==> config.mk <==
export PLATFORM = sky130hd
export DESIGN_NAME = dbus_mmio
export DESIGN_NICKNAME = d
export VERILOG_FILES = /design/src/rtl/dbus_pkg.sv /design/src/rtl/dbus_mmio_sync_edge.sv /design/src/rtl/dbus_mmio.sv
export SDC_FILE = /design/constraint.sdc
export NUM_CORES = 1
export LEC_CHECK = 0
export ABC_AREA = 1
export CAP_MARGIN = 30
export CORE_UTILIZATION = 35
export CTS_CLUSTER_SIZE = 28
export DETAILED_ROUTE_END_ITERATION = 16
export PLACE_DENSITY = 0.73
export SETUP_SLACK_MARGIN = 0.15
export SYNTH_ARGS = -nofsm -noshare
export SYNTH_HDL_FRONTEND = slang
export SYNTH_SLANG_ARGS = --single-unit
==> constraint.sdc <==
create_clock -name clk -period 3.4 [get_ports clk]
set_clock_uncertainty 0.15 [all_clocks]
set_input_delay 1.02 -clock clk [delete_from_list [all_inputs] [get_ports clk]]
set_output_delay 1.02 -clock clk [all_outputs]
set_load 0.01 [all_outputs]
==> src/rtl/dbus_pkg.sv <==
// Shared definitions for the dbus_mmio data-bus splitter: I/O region select,
// register byte offsets, register index enum and a byte-lane merge helper.
package dbus_pkg;

  localparam logic [3:0] IO_NIBBLE_DEFAULT = 4'h8;

  localparam logic [7:0] OFF_LEDR       = 8'h00;
  localparam logic [7:0] OFF_HEX_LO     = 8'h04;
  localparam logic [7:0] OFF_HEX_HI     = 8'h08;
  localparam logic [7:0] OFF_SW         = 8'h0C;
  localparam logic [7:0] OFF_KEY        = 8'h10;
  localparam logic [7:0] OFF_KEY_EDGE   = 8'h14;
  localparam logic [7:0] OFF_TIMER      = 8'h18;
  localparam logic [7:0] OFF_TIMER_CMP  = 8'h1C;
  localparam logic [7:0] OFF_TIMER_STAT = 8'h20;

  // Word index of each register, i.e. d_address[5:2]
  typedef enum logic [3:0] {
    REG_LEDR       = OFF_LEDR[5:2],
    REG_HEX_LO     = OFF_HEX_LO[5:2],
    REG_HEX_HI     = OFF_HEX_HI[5:2],
    REG_SW         = OFF_SW[5:2],
    REG_KEY        = OFF_KEY[5:2],
    REG_KEY_EDGE   = OFF_KEY_EDGE[5:2],
    REG_TIMER      = OFF_TIMER[5:2],
    REG_TIMER_CMP  = OFF_TIMER_CMP[5:2],
    REG_TIMER_STAT = OFF_TIMER_STAT[5:2]
  } reg_off_e;

  // Replace only the byte lanes of old_val whose strobe bit is set
  function automatic logic [31:0] apply_wstrb(input logic [31:0] old_val,
                                              input logic [31:0] new_val,
                                              input logic [3:0]  strb);
    logic [31:0] res;
    res = old_val;
    for (int b = 0; b < 4; b++) begin
      if (strb[b]) res[8*b +: 8] = new_val[8*b +: 8];
    end
    return res;
  endfunction

endpackage

==> src/rtl/dbus_mmio_sync_edge.sv <==
// Two-flop synchronizer for asynchronous board inputs, plus a one-cycle
// pulse on each synchronized 0->1 transition.
module sync_edge #(
  parameter int W = 1
) (
  input  logic         clk,
  input  logic         reset,
  input  logic [W-1:0] din,
  output logic [W-1:0] dout,
  output logic [W-1:0] rise
);

  logic [W-1:0] meta_q;
  logic [W-1:0] sync_q;
  logic [W-1:0] prev_q;

  // Synchronizer chain plus one delayed copy for edge detection
  always_ff @(posedge clk) begin
    if (reset) begin
      meta_q <= '0;
      sync_q <= '0;
      prev_q <= '0;
    end else begin
      // NOTE: non-blocking so each stage takes the pre-edge value of the one before; blocking would collapse the chain into one flop.
      meta_q <= din;
      sync_q <= meta_q;
      prev_q <= sync_q;
    end
  end

  assign dout = sync_q;
  assign rise = sync_q & ~prev_q;

endmodule

==> src/rtl/dbus_mmio.sv <==
// dbus_mmio: splits the core data port between the data RAM and a small bank
// of memory-mapped board I/O registers (LEDs, seven-segment, switches, keys).
// Define DBUS_MMIO_TIMER_EN to add the free-running cycle timer registers.
module dbus_mmio
  import dbus_pkg::*;
#(
  parameter logic [3:0] IO_NIBBLE = IO_NIBBLE_DEFAULT
) (
  input  logic        clk,
  input  logic        reset,
  input  logic [31:0] d_address,
  input  logic [31:0] d_data_write,
  input  logic        d_write_enable,
  input  logic [3:0]  d_data_wstrb,
  output logic [31:0] d_data_read,
  output logic        d_data_valid,
  output logic [31:0] ram_addr,
  output logic [31:0] ram_wdata,
  output logic        ram_we,
  output logic [3:0]  ram_wstrb,
  input  logic [31:0] ram_rdata,
  input  logic        ram_rdata_valid,
  input  logic [9:0]  sw,
  input  logic [3:0]  key,
  output logic [9:0]  ledr,
  output logic [6:0]  hex0,
  output logic [6:0]  hex1,
  output logic [6:0]  hex2,
  output logic [6:0]  hex3,
  output logic [6:0]  hex4,
  output logic [6:0]  hex5
);

  logic        io_hit;
  logic        io_we;
  reg_off_e    off;

  logic [9:0]       ledr_q;
  logic [5:0][6:0]  seg_q;       // stored 1 = segment lit
  logic [3:0]       key_edge_q;
  logic [9:0]       sw_s;
  logic [9:0]       sw_rise_unused;
  logic [3:0]       key_s;       // 1 = pressed
  logic [3:0]       key_rise;
  logic [3:0]       key_edge_clr;

  logic        io_sel_q;
  logic        io_valid_q;
  logic [31:0] io_rdata;
  logic [31:0] io_rdata_q;

  assign io_hit = (d_address[31:28] == IO_NIBBLE);
  assign io_we  = d_write_enable & io_hit;
  assign off    = reg_off_e'(d_address[5:2]);

  // RAM sees every access combinationally; only its write enable is gated
  assign ram_addr  = d_address;
  assign ram_wdata = d_data_write;
  assign ram_wstrb = d_data_wstrb;
  assign ram_we    = d_write_enable & ~io_hit;

  sync_edge #(.W(10)) u_sw_sync (
    .clk   (clk),
    .reset (reset),
    .din   (sw),
    .dout  (sw_s),
    .rise  (sw_rise_unused)
  );

  sync_edge #(.W(4)) u_key_sync (
    .clk   (clk),
    .reset (reset),
    .din   (~key),
    .dout  (key_s),
    .rise  (key_rise)
  );

  assign key_edge_clr = (io_we && off == REG_KEY_EDGE && d_data_wstrb[0])
                        ? d_data_write[3:0] : 4'h0;

  // Board-facing RW registers and the sticky key-press flags
  always_ff @(posedge clk) begin
    if (reset) begin
      ledr_q     <= '0;
      seg_q      <= '0;
      key_edge_q <= '0;
    end else begin
      if (io_we && off == REG_LEDR) begin
        if (d_data_wstrb[0]) ledr_q[7:0] <= d_data_write[7:0];
        if (d_data_wstrb[1]) ledr_q[9:8] <= d_data_write[9:8];
      end
      if (io_we && off == REG_HEX_LO) begin
        for (int b = 0; b < 4; b++) begin
          if (d_data_wstrb[b]) seg_q[b] <= d_data_write[8*b +: 7];
        end
      end
      if (io_we && off == REG_HEX_HI) begin
        for (int b = 0; b < 2; b++) begin
          if (d_data_wstrb[b]) seg_q[4+b] <= d_data_write[8*b +: 7];
        end
      end
      // A press pulse in the same cycle as a clear keeps the flag set
      key_edge_q <= (key_edge_q & ~key_edge_clr) | key_rise;
    end
  end

`ifdef DBUS_MMIO_TIMER_EN
  logic [31:0] timer_q;
  logic [31:0] timer_cmp_q;
  logic        timer_stat_q;
  logic        timer_stat_clr;

  assign timer_stat_clr = io_we && off == REG_TIMER_STAT &&
                          d_data_wstrb[0] && d_data_write[0];

  // Free-running timer, compare register and sticky match flag
  always_ff @(posedge clk) begin
    if (reset) begin
      timer_q      <= '0;
      timer_cmp_q  <= '1;
      timer_stat_q <= 1'b0;
    end else begin
      if (io_we && off == REG_TIMER)
        timer_q <= apply_wstrb(timer_q, d_data_write, d_data_wstrb);
      else
        timer_q <= timer_q + 32'd1;
      if (io_we && off == REG_TIMER_CMP)
        timer_cmp_q <= apply_wstrb(timer_cmp_q, d_data_write, d_data_wstrb);
      timer_stat_q <= (timer_stat_q & ~timer_stat_clr) | (timer_q == timer_cmp_q);
    end
  end
`endif

  // Register read mux; unmapped offsets and unused bits read 0
  always_comb begin
    // NOTE: default assigned first so every path drives io_rdata and no latch is inferred.
    io_rdata = '0;
    case (off)
      REG_LEDR:       io_rdata = {22'd0, ledr_q};
      REG_HEX_LO:     io_rdata = {1'b0, seg_q[3], 1'b0, seg_q[2], 1'b0, seg_q[1], 1'b0, seg_q[0]};
      REG_HEX_HI:     io_rdata = {16'd0, 1'b0, seg_q[5], 1'b0, seg_q[4]};
      REG_SW:         io_rdata = {22'd0, sw_s};
      REG_KEY:        io_rdata = {28'd0, key_s};
      REG_KEY_EDGE:   io_rdata = {28'd0, key_edge_q};
`ifdef DBUS_MMIO_TIMER_EN
      REG_TIMER:      io_rdata = timer_q;
      REG_TIMER_CMP:  io_rdata = timer_cmp_q;
      REG_TIMER_STAT: io_rdata = {31'd0, timer_stat_q};
`endif
      default:        io_rdata = '0;
    endcase
  end

  // One-cycle read return stage matching the RAM's latency
  always_ff @(posedge clk) begin
    if (reset) begin
      io_sel_q   <= 1'b0;
      io_valid_q <= 1'b0;
      io_rdata_q <= '0;
    end else begin
      io_sel_q   <= io_hit;
      io_valid_q <= io_hit & ~d_write_enable;
      if (io_hit && !d_write_enable) io_rdata_q <= io_rdata;
    end
  end

  assign d_data_read  = io_sel_q ? io_rdata_q : ram_rdata;
  assign d_data_valid = ~reset & (io_sel_q ? io_valid_q : ram_rdata_valid);

  assign ledr = ledr_q;
  assign hex0 = ~seg_q[0];
  assign hex1 = ~seg_q[1];
  assign hex2 = ~seg_q[2];
  assign hex3 = ~seg_q[3];
  assign hex4 = ~seg_q[4];
  assign hex5 = ~seg_q[5];

endmodule

Word level (Yosys, flattened, before mapping)
Index checks and enable logic that the tools add are counted.

storage, ports and cells
  bits in registers = 122
  output and inout bits = 154
  logic and storage cells = 62

operators by class
  equality and inequality tests = 6
  mux-type cells = 4
  bitwise gates (word level) = 19
  reduce and logical (&&, ||, !) cells = 16

operator list
  operator              count
  $pmux W31 S6          1
  $not A7 Y7            6
  $mux W32              1
  $reduce_and A2 Y1     8
  $not A4 Y4            3
  $and A4 B4 Y4         2
  $eq A4 B2 Y1 const B  2
  $eq A4 B3 Y1 const B  2
  $logic_and A1 B1 Y1   6
  $and A1 B1 Y1         4
  $eq A4 B1 Y1 const B  1
  $eq A4 B4 Y1 const B  1
  $logic_not A4 Y1      1
  $mux W4               1
  $or A4 B4 Y4          1
  $not A1 Y1            3
  $logic_not A1 Y1      1
  $mux W1               1

Depth between registers and ports, before layout
Gate-level depths: netlist of the first run.

  word-level depth = 8
  mapped depth = 9
  depth with buffers taken out = 8

Modules after synthesis
Synthesis of the first run repeated with hierarchy kept, for this count alone.

second synthesis, totals
  cell total of the unflattened synthesis = 836
  area total of the unflattened synthesis = 5936.9 um2

by module, submodules not included
  module                   instances  cells each  area each (um2)  seq. area each (um2)
  dbus_mmio                1          692         4683.2           1741.7
  sync_edge at u_sw_sync   1          103         897.1            600.6
  sync_edge at u_key_sync  1          41          356.6            240.2

Least setup slack after synthesis of the first run
Ideal clock, no wire load.

  kind = input port to output port
  start = input port reset
  end = output port d_data_valid
  arrival time = 1627 ps
  data required time = 2230 ps
  path slack = 603 ps
  stages = 4
  buffers on the path = 1
  cells stage by stage = clkinv_1 clkbuf_1 o21ai_0 nor2_1

between the ends
  word-level cells in the longest chain between the ends = 2

RTL lines
  item           line              text
  from (decl)    dbus_mmio.sv:10   input logic reset,
  $not A1 Y1     dbus_mmio.sv:168  assign d_data_valid = ~reset & (io_sel_q ? io_valid_q : ram_rdata_valid);
  $and A1 B1 Y1  dbus_mmio.sv:168
  to (decl)      dbus_mmio.sv:16   output logic d_data_valid,

No other way between the ends.

Worst setup path after layout of the first run
  start = input port d_data_write[24]
  end = output port ram_wdata[24]

RTL lines
  item         line             text
  from (decl)  dbus_mmio.sv:12  input logic [31:0] d_data_write,
  to (decl)    dbus_mmio.sv:18  output logic [31:0] ram_wdata,

No word-level cell between the ends.

==> metrics.yaml, run 1 <==
dp_slack_ps: -333.0
synth_nets: 920
crit_chain: "clkdlybuf4s50_1 -> clkdlybuf4s50_1"
postSynthCellCount: 802
vias: 5379
drc: 0
grt_pass1_wl_mm: 25.70
drive_above_1_share_pct: 9.969
place_inst: 1167
cts_buffers: 17
critical-path-max-stage-delay_ps: 560
reg2reg_slack_ps: 2210
ys_seq_area_share_pct: 42.25
setup_violations: 0
dp_hpwl_mm: 12.43
yosysTopAreaCellShare_pct: 42.25
powerDensity_nw_per_um2: 439.1
min_from: "u_sw_sync.meta_q[9]$_SDFF_PP0_"
synth-edff-count: 0
clk_latency_ps: 410
fin_crit_ps: 3239
power_leakage_nw: 3.616
tightest_slew_ps: 664.0
rr_worst_depth: 6
critical_path_arrival_ps: 2070
crit_type: "in -> out"
worst_hold_path.num_cells: 2
area_growth_pct: 45.60
avgViaCountPerCell: 4.486
hold_violations: 0
maxCapViolCount: 0
htreeDepth: 4
outcome: "finished, final reports clean"
row_count: 46
synth_cell_types: 28
routed_wl_mm: 16.55
critPathLaunch: "d_data_write[24]"
hp-class: "reg -> reg"
slew_viol_final: 0
synth-seq-cells: 119
dieArea_um2: 16620
critPathCaptureType: "output port"
grt_start_max_net_pins: 72
synthTopCellsByArea: "dfxtp_1 42%, nand2_1 11%, nor2_1 10%, buf_4 9.3%, inv_1 6.5%"
grt_pass1_vias: 5209
root_buffer: "clkbuf_16"
min_to: "u_sw_sync.dout[9]$_SDFF_PP0_"
worstSetupStartpointType: "input pin"
period_share_pct: 95.25
drtPass1Iterations: 4
grtUsageTotal_pct: 20.14
clk_pin_slew_ps: 60
yosysTopAreaCell: "dfxtp_1"
diodes: 0
die_h_um: 128.9
timing.slew.headroom_pct: 55.73
cts_buffer_depth: 2
ant_nets: 0
cts_hold_buf: 0
yosys_warnings: 0
globalplace.congestion: 0.8317
cts.sinks: 119
crit_fanout: 2
grt.overflow.total: 0
cts_setup_buffers: 0
finalWorstSetupSlack_ps: 161.5
vdd_drop_max_v: 0.0003581
timing.rr.end: "io_rdata_q[0]$_SDFFE_PP0P_"
finalNonFillerCells: 1199
critPathBufInv: 2
worstPathRequired_ps: 2230
post-route-util_pct: 51.87
wl_per_cell_um: 13.80
avgSynthCellArea_um2: 7.031
cts_resized: 51
antenna_found_initial: 0
die_w_um: 128.9
clock.fmax_mhz: 308.8
async_reset_ff_share_pct: 0
critPathTopFamily: "buffers and inverters"
port_buffers: 217
synthesis.area_um2: 5639
rr_startpoint: "seg_q[0]$_SDFFE_PP0P_"
first_iter_violations: 342
fillerInstances: 1514
path_common_cell: "clkdlybuf4s50_1"
nNetsFinal: 1088
rsz0062_at_grt: "false"
synth_flop_cell: "dfxtp_1"
core_um2: 15830
slowest_stage: "clkdlybuf4s50_1"
io_pins: 272
initial_core_util_pct: 35.63
cts_tree: "yes"
-- cell usage in the layout (no fill, tap or decap) --
master,Yosys,layout
a21oi_1,15,15
nor2_1,154,153
nand3_2,1,1
clkinv_4,2,4
clkinv_1,1,1
nand4_4,1,1
inv_2,7,7
dlymetal6s2s_1,0,9
nand4_1,4,4
nand2_1,158,158
inv_8,0,3
bufinv_16,0,2
o31ai_1,10,10
dfxtp_1,119,119
nor2_2,2,3
nor2_8,1,1
inv_6,0,7
o31ai_2,4,4
dlygate4sd2_1,0,47
buf_2,5,2
nor4_1,1,1
nand2_2,2,2
buf_4,70,29
nand2_4,8,8
nand3_1,48,48
clkbuf_16,0,17
clkinv_2,1,2
inv_1,97,97
o21ai_0,59,59
clkdlybuf4s50_1,0,159
nor2_4,5,5
o22ai_1,5,5
-- how the worst max path moves through the flow --
stage,slack [ps],endpoint,depth (start not counted)
floorplan,600,d_data_valid,4
global placement,-300,ram_we,7
detailed placement,-330,ram_we,7
CTS,30,ram_we,7
global route,150,ram_wdata[7],2
finish,160,ram_wdata[24],2
-- through the flow --
step	hold slack, ps	power, mW	instance area (um2)	TNS, ps
finish	252.2	3.606	8210	0
global route	263.0	3.739	8210	0
CTS	253.7	3.634	8194	0
detailed placement	245.3	1.841	7646	-333.0
global placement	240.3	1.838	7646	-311.9
floorplan	238.3	1.644	5639	0
-- synth_stat cells, types with 7 or more instances --
master    count
dfxtp_1     119
nand2_4       8
clkbuf_1     17
a21oi_1      15
nand3_1      48
nand2_1     158
inv_1        97
o31ai_1      10
nor2_1      154
inv_2         7
o21ai_0      59
buf_4        70
-- registers in the layout, indices dropped and copies added (netlist names) --
signal / count
io_sel_q: 1
u_key_sync.dout: 4
seg_q: 42
key_edge_q: 4
io_rdata_q: 29
u_sw_sync.meta_q: 10
u_sw_sync.dout: 10
u_key_sync.meta_q: 4
u_key_sync.prev_q: 4
ledr: 10
io_valid_q: 1
-- cells by family after synthesis --
| logic type | synth area share, % |
|---|---|
| AND/OR/NAND/NOR | 29.53 |
| flip-flops | 42.25 |
| buffers and inverters | 18.88 |
| AO/OA/AOI/OAI | 9.341 |
-- layout make-up --
| type | instances | area, um2 | share of cell area, % |
|---|---|---|---|
| timing repair buffer | 246 | 2344 | 28.54 |
| clock inverter | 15 | 177.7 | 2.164 |
| clock buffer | 17 | 425.4 | 5.181 |
| multi-input combinational | 478 | 2195 | 26.73 |
| tap | 216 | 270.3 | 3.292 |
| inverter | 108 | 416.7 | 5.075 |
| sequential | 119 | 2382 | 29.02 |
-- per-layer routing --
layer,track usage (%),wire length [um]
met1,25.76,7452
met2,32.53,7684
met3,4.449,975
met4,8.927,435
met5,0,0
-- where the power goes --
group          total (mW)  switching [mW]  leakage [nW]  internal, mW
Combinational       0.363           0.169          2.35         0.195
Sequential           1.42         0.00828         0.965          1.42
Clock                1.82           0.709         0.300          1.11
Total                3.61           0.886          3.62          2.72
Note: power is estimated with default switching activity, not from simulation.
==> run 2: changes to the inputs <==
Settings changed: CORE_MARGIN set to 2.
==> metrics.yaml, run 2 (synthesis gave the netlist of run 1 again) <==
grt_pass1_vias: 5014  # was 5,209
worstSetupStartpointType: "input pin"  # unchanged
slew_viol_final: 0  # unchanged
clock.fmax_mhz: 309.8  # was 308.8 MHz
fillerInstances: 1561  # was 1,514
pwr-share-comb_pct: 10.6  # was 10.1%
crit_type: "in -> out"  # unchanged
powerDensity_nw_per_um2: 422.8  # was 439.1 nW/um2
power_mw: 3.469  # was 3.606 mW
rr_worst_depth: 6  # unchanged
setup_violations: 0  # unchanged
vdd_drop_max_v: 0.0002589  # was 0.0003581 V
netSwitchingFraction_pct: 23.32  # was 24.57%
finalNonFillerCells: 1202  # was 1,199
die_h_um: 130.9  # was 128.9 um
timing.slew.headroom_pct: 56.51  # was 55.73%
grt_start_max_net_pins: 72  # unchanged
ant_nets: 0  # unchanged
clk_latency_ps: 400  # was 410 ps
drive_above_1_share_pct: 9.736  # was 9.969%
reg2reg_slack_ps: 2230  # was 2210 ps
first_iter_violations: 392  # was 342
slowest_stage: "clkdlybuf4s50_1"  # unchanged
clk_pin_slew_ps: 60  # about the same
grt_pass1_wl_mm: 25.50  # was 25.70 mm
maxCapViolCount: 0  # unchanged
cts.sinks: 119  # unchanged
regMostFlops: "seg_q"  # unchanged
area_growth_pct: 45.51  # was 45.60%
cts_buffers: 17  # unchanged
drtPass1Iterations: 5  # was 4
internal_power_mw: 2.660  # was 2.720 mW
vias: 5421  # was 5,379
dp_slack_ps: -172.7  # was -333.0 ps
place_inst: 1169  # was 1,167
diodes: 0  # unchanged
critPathCaptureType: "output port"  # unchanged
cts_tree: "yes"  # unchanged
cts_hold_buf: 0  # unchanged
rsz0062_at_grt: "true"  # was false
outcome: "finished, final reports clean"  # unchanged
grt.overflow.total: 0  # unchanged
seq_area_um2: 2382  # unchanged
critPathTopFamily: "buffers and inverters"  # unchanged
top_regs: "seg_q x42, io_rdata_q x29"  # unchanged
critical_path_arrival_ps: 2060  # was 2070 ps
power_leakage_nw: 3.622  # was 3.616 nW
wl_per_cell_um: 14.12  # was 13.80 um
p_clk_share_pct: 48.3  # was 50.4%
path_common_cell: "clkdlybuf4s50_1"  # unchanged
period_share_pct: 94.94  # was 95.25%
globalplace.congestion: 0.8934  # was 0.8317
critical-path-max-stage-delay_ps: 550  # was 560 ps
tightest_slew_ps: 652.3  # was 664.0 ps
pwr-share-seq_pct: 41.1  # was 39.5%
routed_wl_mm: 16.97  # was 16.55 mm
setup-tns-final_ps: 0  # unchanged
critPathBufInv: 2  # unchanged
port_buffers: 217  # unchanged
crit_fanout: 2  # unchanged
htreeDepth: 4  # unchanged
dp_hpwl_mm: 12.76  # was 12.43 mm
worstPathRequired_ps: 2230  # about the same
final_common_cell: "clkdlybuf4s50_1"  # unchanged
layout_common_cells: "160 x clkdlybuf4s50_1, 158 x nand2_1, 154 x nor2_1, 119 x dfxtp_1, 97 x inv_1"  # was 159 x clkdlybuf4s50_1, 158 x nand2_1, 153 x nor2_1, 119 x dfxtp_1, 97 x inv_1
multiInputGateArea_um2: 2192  # was 2195 um2
cts_buffer_depth: 2  # unchanged
largest_reg_flops: 42  # unchanged
critPathLaunch: "d_address[5]"  # was d_data_write[24]
timing.rr.end: "io_rdata_q[0]$_SDFFE_PP0P_"  # unchanged
avgViaCountPerCell: 4.510  # was 4.486
io_pins: 272  # unchanged
finalWorstSetupSlack_ps: 171.9  # was 161.5 ps
hp-class: "reg -> reg"  # unchanged
crit_chain: "clkdlybuf4s50_1 -> clkdlybuf4s50_1"  # unchanged
fin_crit_ps: 3228  # was 3239 ps
row_count: 46  # unchanged
grtUsageTotal_pct: 19.26  # was 20.14%
drc: 0  # unchanged
root_buffer: "clkbuf_16"  # unchanged
core_um2: 15830  # unchanged
hold_violations: 0  # unchanged
initial_core_util_pct: 35.63  # unchanged
setup.worst_path.end: "ram_addr[5]"  # was ram_wdata[24]
p_switching_mw: 0.8090  # was 0.8860 mW
dieArea_um2: 17140  # was 16,620 um2
antenna_found_initial: 0  # unchanged
crit_cells: 2  # unchanged
nNetsFinal: 1091  # was 1,088
die_w_um: 130.9  # was 128.9 um
rr_startpoint: "ledr[0]$_SDFFE_PP0P_"  # was seg_q[0]$_SDFFE_PP0P_
-- run 2: cell count changes in the layout (fill, tap and decap cells not counted), moves of 2 or more --
| cell | before | now |
|---|---|---|
| clkbuf_8 | 0 | 2 |
| inv_8 | 3 | 0 |
| clkinvlp_4 | 0 | 3 |
| dlygate4sd2_1 | 47 | 44 |
| clkbuf_1 | 0 | 3 |
| buf_4 | 29 | 32 |
| inv_6 | 7 | 1 |
| dlymetal6s2s_1 | 9 | 12 |
-- run 2: per-layer routing --
metal / vias to the layer above / routed length (um) / GRT usage (%)
li1: 2754 / - / -
met1: 2443 / 7693 / 25.84
met2: 196 / 7686 / 30.21
met3: 28 / 1206 / 4.316
met4: 0 / 383 / 7.572
met5: - / 0 / 0
-- run 2: stage by stage --
stage | utilization, % | hold slack (ps) | cell area, um2
after floorplan | - | 238.3 | 5639
after global placement | 48.40 | 243.7 | 7661
after detailed placement | 48.40 | 245.7 | 7661
after CTS | 51.60 | 254.6 | 8168
after global routing | 51.84 | 259.3 | 8205
final | 51.84 | 253.2 | 8205
-- run 2: cell type report --
type / instances / share of cell area (%)
Tap cell: 216 / 3.294
Multi-Input combinational cell: 478 / 26.72
Inverter: 108 / 5.078
Clock inverter: 10 / 1.189
Sequential cell: 119 / 29.03
Clock buffer: 22 / 5.657
Timing Repair Buffer: 249 / 29.03
-- run 2: how the worst min path moves through the flow --
stage	startpoint	to	slack, ps	cells after the start
2_1_floorplan	u_key_sync.meta_q[0]$_SDFF_PP0_	u_key_sync.dout[0]$_SDFF_PP0_	240	2
6_report	u_sw_sync.meta_q[3]$_SDFF_PP0_	u_sw_sync.dout[3]$_SDFF_PP0_	250	2
3_3_place_gp	u_key_sync.meta_q[0]$_SDFF_PP0_	u_key_sync.dout[0]$_SDFF_PP0_	240	2
3_5_place_dp	u_key_sync.meta_q[2]$_SDFF_PP0_	u_key_sync.dout[2]$_SDFF_PP0_	250	2
4_1_cts	u_sw_sync.meta_q[3]$_SDFF_PP0_	u_sw_sync.dout[3]$_SDFF_PP0_	250	2
5_1_grt	u_sw_sync.meta_q[3]$_SDFF_PP0_	u_sw_sync.dout[3]$_SDFF_PP0_	260	2
-- run 2: worst min-delay path: stages, from the launching register on --
cell and delay, ps:
dfxtp_1 300, inv_1 40, nor2_1 30
-- run 2: power groups by stage --
stage	clock network (mW)	registers, mW	logic [mW]
after floorplan	0	1.45	0.193
after global placement	0	1.45	0.388
after detailed placement	0	1.45	0.391
after CTS	1.69	1.42	0.371
after global routing	1.76	1.43	0.401
final	1.68	1.42	0.368
-- run 2: timing repair --
item,4_1_cts,5_1_grt
pin swaps,0,1
resized for setup,44,12
setup endpoints to repair,44,13
buffers inserted,0,1
cloned,0,0
